===== src/rtl/demux_1x2_with_valid_pkg.sv =====
// Shared types and route constants for the valid-tagged 1:2 demultiplexer.
package demux_1x2_with_valid_pkg;

    typedef enum logic {
        ST_RUN    = 1'b0,
        ST_SETTLE = 1'b1
    } state_e;

    localparam logic ROUTE_0 = 1'b0;
    localparam logic ROUTE_1 = 1'b1;

endpackage


===== src/rtl/demux_1x2_with_valid_settle_counter.sv =====
// Blanking counter: loads on a route change and counts down once per input valid.
// It saturates at zero.
module settle_counter #(
    parameter int SETTLE_W = 8
) (
    input  logic                clk_i,
    input  logic                rst_ni,
    input  logic                load_i,
    input  logic [SETTLE_W-1:0] load_val_i,
    input  logic                dec_i,
    output logic                last_o,
    output logic                zero_o
);

    logic [SETTLE_W-1:0] cnt;

    always_ff @(posedge clk_i or negedge rst_ni) begin
        if (!rst_ni) begin
            cnt <= '0;
        end else if (load_i) begin
            cnt <= load_val_i;
        end else if (dec_i && (cnt != '0)) begin
            cnt <= cnt - 1'b1;
        end
    end

    assign last_o = (cnt == SETTLE_W'(1));
    assign zero_o = (cnt == '0);

endmodule


===== src/rtl/demux_1x2_with_valid.sv =====
// Registered 1:2 demux for valid-tagged samples, with post-switch blanking of N valid samples.
// Build option DEMUX_HOLD_LAST_EN: the deselected output's data register freezes instead of clearing.
//
// state     | meaning
// ST_RUN    | active route passes data_valid_i through
// ST_SETTLE | route just changed; blanking valid samples until the counter expires
module demux_1x2_with_valid
    import demux_1x2_with_valid_pkg::*;
#(
    parameter int WIDTH    = 16,
    parameter int SETTLE_W = 8
) (
    input  logic                clk_i,
    input  logic                rst_ni,
    input  logic                sel_i,
    input  logic [SETTLE_W-1:0] settle_i,
    input  logic                data_valid_i,
    input  logic [WIDTH-1:0]    in_i,
    output logic                data_valid0_o,
    output logic [WIDTH-1:0]    out0_o,
    output logic                data_valid1_o,
    output logic [WIDTH-1:0]    out1_o,
    output logic                busy_o
);

    state_e state;
    logic   active;
    logic   switch_edge;
    logic   cnt_last;
    logic   cnt_zero;

    assign switch_edge = (sel_i != active);

    settle_counter #(
        .SETTLE_W(SETTLE_W)
    ) u_settle_counter (
        .clk_i      (clk_i),
        .rst_ni     (rst_ni),
        .load_i     (switch_edge),
        .load_val_i (settle_i),
        .dec_i      ((state == ST_SETTLE) && data_valid_i),
        .last_o     (cnt_last),
        .zero_o     (cnt_zero)
    );

    always_ff @(posedge clk_i or negedge rst_ni) begin
        if (!rst_ni) begin
            state         <= ST_RUN;
            active        <= ROUTE_0;
            data_valid0_o <= 1'b0;
            data_valid1_o <= 1'b0;
        end else if (switch_edge) begin
            // The sample coincident with the switch is dropped uncounted.
            active        <= sel_i;
            data_valid0_o <= 1'b0;
            data_valid1_o <= 1'b0;
            state         <= (settle_i == '0) ? ST_RUN : ST_SETTLE;
        end else if (state == ST_RUN) begin
            data_valid0_o <= data_valid_i && (active == ROUTE_0);
            data_valid1_o <= data_valid_i && (active == ROUTE_1);
        end else begin
            data_valid0_o <= 1'b0;
            data_valid1_o <= 1'b0;
            if (cnt_zero || (data_valid_i && cnt_last)) begin
                state <= ST_RUN;
            end
        end
    end

    // Data follows sel_i directly: on a switch edge sel_i is already the new route.
    always_ff @(posedge clk_i or negedge rst_ni) begin
        if (!rst_ni) begin
            out0_o <= '0;
            out1_o <= '0;
        end else begin
            if (sel_i == ROUTE_0) begin
                out0_o <= in_i;
`ifndef DEMUX_HOLD_LAST_EN
            end else begin
                out0_o <= '0;
`endif
            end
            if (sel_i == ROUTE_1) begin
                out1_o <= in_i;
`ifndef DEMUX_HOLD_LAST_EN
            end else begin
                out1_o <= '0;
`endif
            end
        end
    end

    assign busy_o = (state == ST_SETTLE);

endmodule


===== config.mk =====
export PLATFORM = sky130hd
export DESIGN_NAME = demux_1x2_with_valid
export DESIGN_NICKNAME = d
export VERILOG_FILES = /design/src/rtl/demux_1x2_with_valid_pkg.sv /design/src/rtl/demux_1x2_with_valid_settle_counter.sv /design/src/rtl/demux_1x2_with_valid.sv
export SDC_FILE = /design/constraint.sdc
export NUM_CORES = 1
export LEC_CHECK = 0
export CORE_MARGIN = 10
export CORE_UTILIZATION = 48
export CTS_CLUSTER_SIZE = 30
export DETAILED_ROUTE_END_ITERATION = 10
export PLACE_DENSITY = 0.89
export SLEW_MARGIN = 20
export SYNTH_ARGS = -nofsm -noshare
export SYNTH_HDL_FRONTEND = slang
export SYNTH_HIERARCHICAL = 1
export SYNTH_SLANG_ARGS = --single-unit

===== constraint.sdc =====
create_clock -name clk_i -period 3.4 [get_ports clk_i]
set_input_delay 0.51 -clock clk_i [delete_from_list [all_inputs] [get_ports clk_i]]
set_output_delay 0.51 -clock clk_i [all_outputs]
set_load 0.005 [all_outputs]

==> flow_metrics.py, run 1 <==
metrics = {
    "global_route": {
        "grt_max_degree": 45,
        "grt_pass1_vias": 1456,
        "grt_overflow": 0,
        "grt_antenna_before_repair": 0,
        "grt_usage_pct": 14.3,
        "grt_pass1_wl_um": 7250,
    },
    "timing": {
        "rsz0062_at_grt": "false",
        "finalHoldViolations": 0,
        "tightest_slew_ns": 0.919,
        "fin_skew_ns": 0.00819,
        "max_slew_margin_pct": 38.7,
        "fin_crit_sh_pct": 63.6,
        "slew_violations": 0,
        "setup_viol": 0,
        "finalSetupTns_ns": 0,
        "max_freq_ghz": 0.462,
        "period_needed_ns": 2.16,
    },
    "detailed_routing": {
        "vias": 1360,
        "drtAntennaViolNets": 0,
        "drc": 0,
        "via_per_inst": 5.27,
        "drtIter0Drc": 198,
        "drt_wl_total_um": 4330,
        "dr.pass1.iters": 4,
        "wire_per_inst_um": 16.8,
    },
    "synthesis": {
        "synthAdderAreaFrac_pct": 2.07,
        "synth_cell_types": 40,
        "syn_area_um2": 1810,
        "synth_nets": 179,
        "yosysWarningCount": 6,
        "async_flop_share_pct": 100,
        "synthMuxAreaShare_pct": 0,
        "synth_top_family_by_area": "simple AND/OR/NAND/NOR gates",
        "synth-main-ff-cell": "dfrtp_1",
        "avgSynthCellArea_um2": 12.2,
        "synth-simple-area-share_pct": 23.2,
        "postSynthRegisterBits": 44,
        "ys_seq_area_share_pct": 60.8,
        "synth_xor_area_share_pct": 0.898,
        "synth_cells": 148,
        "synth-compound-area-share_pct": 8.50,
        "synth_edf_count": 0,
    },
    "finish": {
        "area_growth_syn_to_layout_pct": 39.0,
        "layout_common_cells": "clkdlybuf4s50_1, dfrtp_1, and2_1",
        "drive_gt1_share_pct": 6.67,
        "stdcell_count": 258,
        "final_common_cell": "clkdlybuf4s50_1",
        "n_antenna_cell": 0,
        "fin_nets": 240,
    },
    "clocking": {
        "cts_root_buffer": "clkbuf_8",
        "clk_pin_slew_worst_paths_ns": 0.08,
        "ctsResizeCount": 0,
        "h-tree-depth": 2,
        "cts_tree": "done",
        "cts.sink_count": 44,
        "ctsHoldBuffers": 0,
        "clk_latency_ns": 0.29,
        "cts_setup_buffers": 0,
        "clock_path_buffers": 2,
        "numCtsBuffers": 5,
    },
    "critical_path": {
        "cp_data_arrival_time_ns": 2.30,
        "path_max_fanout": 15,
        "reg2reg_to": "u_settle_counter/cnt[3]$_DFFE_PN0P_",
        "endpoint_kind": "register",
        "crit_type": "in -> reg",
        "rr_worst_depth": 5,
        "worstPathRequired_ns": 3.54,
        "critPathLaunchType": "input port",
        "r2r-start": "u_settle_counter/cnt[0]$_DFFE_PN0P_",
        "rrSetupSlack_ns": 1.53,
    },
    "floorplanning": {
        "die_area_um2": 6630,
        "initial_core_util_pct": 49.5,
        "io_pins": 63,
        "die_w_um": 81.4,
        "core-area_um2": 3660,
        "row_count": 22,
        "dieHeight_um": 81.4,
    },
    "min_path": {
        "min_path_type": "in -> async",
    },
    "pwr": {
        "p_leak_nw": 1.05,
        "vdd_drop_max_v": 0.000360,
        "pwr_density_cell_nw_per_um2": 440,
    },
    "place": {
        "placed_cells": 250,
        "portBuffers": 62,
        "place_congestion": 0.927,
        "dp_hpwl_um": 3360,
    },
    "outcome": {
        "status": "finished clean",
    },
    "run": {
        "maxCapViolCount": 0,
    },
}
cell type report:
| cell class | instances | area, µm² |
|---|---|---|
| repair buffers | 63 | 623 |
| flip-flops and latches | 44 | 1100 |
| clock buffers | 6 | 72.6 |
| multi-input cells | 91 | 628 |
| inverters | 4 | 15.0 |
| clock inverters | 2 | 16.3 |
| well taps | 48 | 60.1 |
| fillers | 263 | 1140 |
critical path, cell delays in order:
cell and delay [ns]:
clkdlybuf4s50_1 0.53, xor2_2 0.48, clkinv_1 0.41, a31oi_1 0.25
o41ai_1 0.12
cells in the mapped netlist (all sizes together) (3+ instances only):
library cell / n / area share (%)
a31oi: 4 / 1.4
and2: 19 / 6.6
buf: 6 / 3.0
clkbuf: 3 / 0.62
dfrtp: 44 / 61
ha: 3 / 2.1
inv: 3 / 0.62
nor2: 6 / 1.2
nor2b: 16 / 5.5
nor3b: 3 / 1.2
nor4: 4 / 1.4
logic make-up after synthesis:
logic type | Yosys count
flip-flops | 44
XOR/XNOR | 1
AO/OA/AOI/OAI | 21
adder cells (fa/ha/maj) | 3
buffers and inverters | 13
AND/OR/NAND/NOR | 66
sequential cells by signal, indices dropped and copies added, names as in the netlist:
signal / count
out0_o: 16
data_valid1_o: 1
u_settle_counter/cnt: 8
out1_o: 16
data_valid0_o: 1
active: 1
busy_o: 1
metal layers:
layer	part of all wire, %	GRT usage (%)	routed length, µm
met1	34	14.7	1480
met2	46	21.0	2000
met3	16	11.1	705
met4	3.3	6.92	141
met5	0	0	0
where the power goes:
part           switching (mW)  internal (mW)  leakage, nW
combinational          0.0900          0.108        0.456
sequential             0.0336          0.560        0.555
clock                   0.170          0.146       0.0414
total                   0.293          0.814         1.05
metrics by stage:
stage / util (%) / power [mW] / setup WS [ns] / hold WS (ns) / area [µm²]
2_1_floorplan: - / 0.698 / 1.56 / 0.214 / 1810
3_3_place_gp: 66.3 / 0.794 / 0.972 / 0.497 / 2430
3_5_place_dp: 66.3 / 0.801 / 0.957 / 0.508 / 2430
4_1_cts: 68.7 / 1.12 / 1.27 / 0.375 / 2520
5_1_grt: 68.7 / 1.18 / 1.11 / 0.406 / 2520
6_report: 68.7 / 1.11 / 1.24 / 0.347 / 2520
how the worst max path moves through the flow:
stage	start	end	slack (ns)	depth (start not counted)
floorplan	u_settle_counter/cnt[2]$_DFFE_PN0P_	u_settle_counter/cnt[6]$_DFFE_PN0P_	1.56	5
detailed placement	sel_i	u_settle_counter/cnt[3]$_DFFE_PN0P_	0.96	4
finish	sel_i	u_settle_counter/cnt[2]$_DFFE_PN0P_	1.24	5
CTS	sel_i	u_settle_counter/cnt[2]$_DFFE_PN0P_	1.27	5
global placement	sel_i	u_settle_counter/cnt[3]$_DFFE_PN0P_	0.97	4
global route	sel_i	u_settle_counter/cnt[2]$_DFFE_PN0P_	1.11	5
(Power assumes the default switching activity.)
==> run 2, diff against run 1 <==
CORE_UTILIZATION = 40   (was 48)
PLACE_DENSITY = 0.8   (was 0.89)
clock period = 1.7 ns   (was 3.4 ns; I/O delays follow)
==> flow_metrics.py, run 2 (synthesis results as in run 1) <==
metrics = {
    "finish": {
        "fin_nets": 261,
        "n_antenna_cell": 0,
        "stdcell_count": 282,
        "post-route-util_pct": 61.7,
        "layout_common_cells": "clkdlybuf4s50_1, dfrtp_1, buf_4",
        "drive_gt1_share_pct": 16.5,
        "area_growth_syn_to_layout_pct": 48.4,
        "reg_top3": "out0_o: 16 flops, out1_o: 16 flops, u_settle_counter/cnt: 8 flops",
        "final_common_cell": "clkdlybuf4s50_1",
    },
    "timing": {
        "whs_ns": -0.00178,
        "setup_viol": 0,
        "fin_crit_sh_pct": 97.7,
        "tightest_slew_ns": 0.683,
        "rsz0062_at_grt": "true",
        "finalSetupTns_ns": 0,
        "fin_skew_ns": 0.00102,
        "max_slew_margin_pct": 54.4,
        "period_needed_ns": 1.66,
        "max_freq_ghz": 0.602,
        "slew_violations": 0,
        "finalHoldViolations": 2,
    },
    "outcome": {
        "status": "finished, violations left",
        "violations": "negative hold slack",
    },
    "min_path": {
        "min_path_type": "in -> async",
    },
    "detailed_routing": {
        "drtIter0Drc": 48,
        "wire_per_inst_um": 16.3,
        "vias": 1394,
        "dr.pass1.iters": 4,
        "via_per_inst": 4.94,
        "drtAntennaViolNets": 0,
        "drc": 0,
        "drt_wl_total_um": 4600,
    },
    "global_route": {
        "grt_overflow": 0,
        "grt_pass1_vias": 1508,
        "grt_antenna_before_repair": 0,
        "grt_max_degree": 36,
        "grt_usage_pct": 12.7,
        "grt_pass1_wl_um": 7620,
    },
    "pwr": {
        "vdd_drop_max_v": 0.000625,
        "pwr_density_cell_nw_per_um2": 854,
        "p_leak_nw": 1.16,
    },
    "clocking": {
        "cts_tree": "done",
        "numCtsBuffers": 5,
        "cts_root_buffer": "clkbuf_8",
        "clk_pin_slew_worst_paths_ns": 0.08,
        "cts.sink_count": 44,
        "clk_latency_ns": 0.29,
        "h-tree-depth": 2,
        "clock_path_buffers": 2,
    },
    "place": {
        "place_congestion": 0.843,
        "portBuffers": 62,
        "dp_hpwl_um": 3500,
        "placed_cells": 274,
    },
    "critical_path": {
        "cp_data_arrival_time_ns": 1.87,
        "critPathLaunchType": "register",
        "path_max_fanout": 7,
        "worstPathRequired_ns": 1.91,
        "reg2reg_to": "u_settle_counter/cnt[6]$_DFFE_PN0P_",
        "crit_type": "reg -> reg",
        "r2r-start": "u_settle_counter/cnt[2]$_DFFE_PN0P_",
        "rrSetupSlack_ns": 0.04,
        "endpoint_kind": "register",
        "rr_worst_depth": 3,
    },
    "floorplanning": {
        "core-area_um2": 4350,
        "row_count": 24,
        "die_w_um": 87.3,
        "initial_core_util_pct": 41.6,
        "io_pins": 63,
        "die_area_um2": 7620,
        "dieHeight_um": 87.3,
    },
    "run": {
        "maxCapViolCount": 0,
    },
}
==> run 2: changes by cell type in the layout (fill, tap and decap cells not counted), sizes merged <==
cell and change:
buf +21, clkbuf -1
==> run 2: worst max-delay path, cell delays in order (launching register included) <==
cell     delay (ns)
dfrtp_1        0.38
or4_4          0.60
or4_4          0.43
a31oi_1        0.17
==> run 2: worst max-delay path by stage <==
stage	endpoint	start
floorplan	u_settle_counter/cnt[6]$_DFFE_PN0P_	u_settle_counter/cnt[3]$_DFFE_PN0P_
global placement	u_settle_counter/cnt[7]$_DFFE_PN0P_	data_valid_i
detailed placement	u_settle_counter/cnt[7]$_DFFE_PN0P_	data_valid_i
CTS	busy_o$_DFF_PN0_	u_settle_counter/cnt[0]$_DFFE_PN0P_
global route	busy_o$_DFF_PN0_	u_settle_counter/cnt[2]$_DFFE_PN0P_
finish	u_settle_counter/cnt[6]$_DFFE_PN0P_	u_settle_counter/cnt[2]$_DFFE_PN0P_
==> run 2: power by group <==
group | switching (mW) | total (mW) | internal [mW]
registers | 0.0419 | 1.16 | 1.12
clock network | 0.332 | 0.610 | 0.278
logic | 0.226 | 0.522 | 0.296
total | 0.600 | 2.29 | 1.69
==> run 2: cell type report <==
class | instances | area, µm²
fill | 343 | 1670
sequential | 44 | 1100
timing repair buffer | 84 | 781
multi-input combinational | 91 | 643
clock buffer | 5 | 68.8
tap | 52 | 65.1
inverter | 4 | 15.0
clock inverter | 2 | 12.5
==> run 2: metal layers <==
metal	wire (µm)	track usage, %	up-vias
met2	2210	19.8	51
met5	0	0	-
met4	30	3.77	0
met3	712	9.83	4
li1	-	-	675
met1	1650	12.8	664
==> run 2: repair_timing <==
item	in CTS	in global routing
pin swaps	0	3
setup buffers	0	1
gates resized for setup	1	3
endpoints found under the setup margin	1	7
hold buffers	0	0
hold endpoints to repair	0	0
==> run 2: stage by stage <==
step / cell area, µm² / setup WS [ns] / total power, mW / hold WS [ns]
final: 2690 / 0.0387 / 2.29 / -0.00178
after global routing: 2690 / -0.0397 / 2.43 / 0.0359
after CTS: 2670 / 0.00375 / 2.32 / 0.0151
after detailed placement: 2580 / -0.110 / 1.69 / 0.337
after global placement: 2580 / -0.0896 / 1.68 / 0.336
after floorplan: 1810 / -0.0255 / 1.40 / -0.0406
==> run 3, diff against run 2 <==
CAP_MARGIN = 15   (was not set)
==> results of run 3 <==
The final DEF is identical to that of run 2; final timing and power are the same.
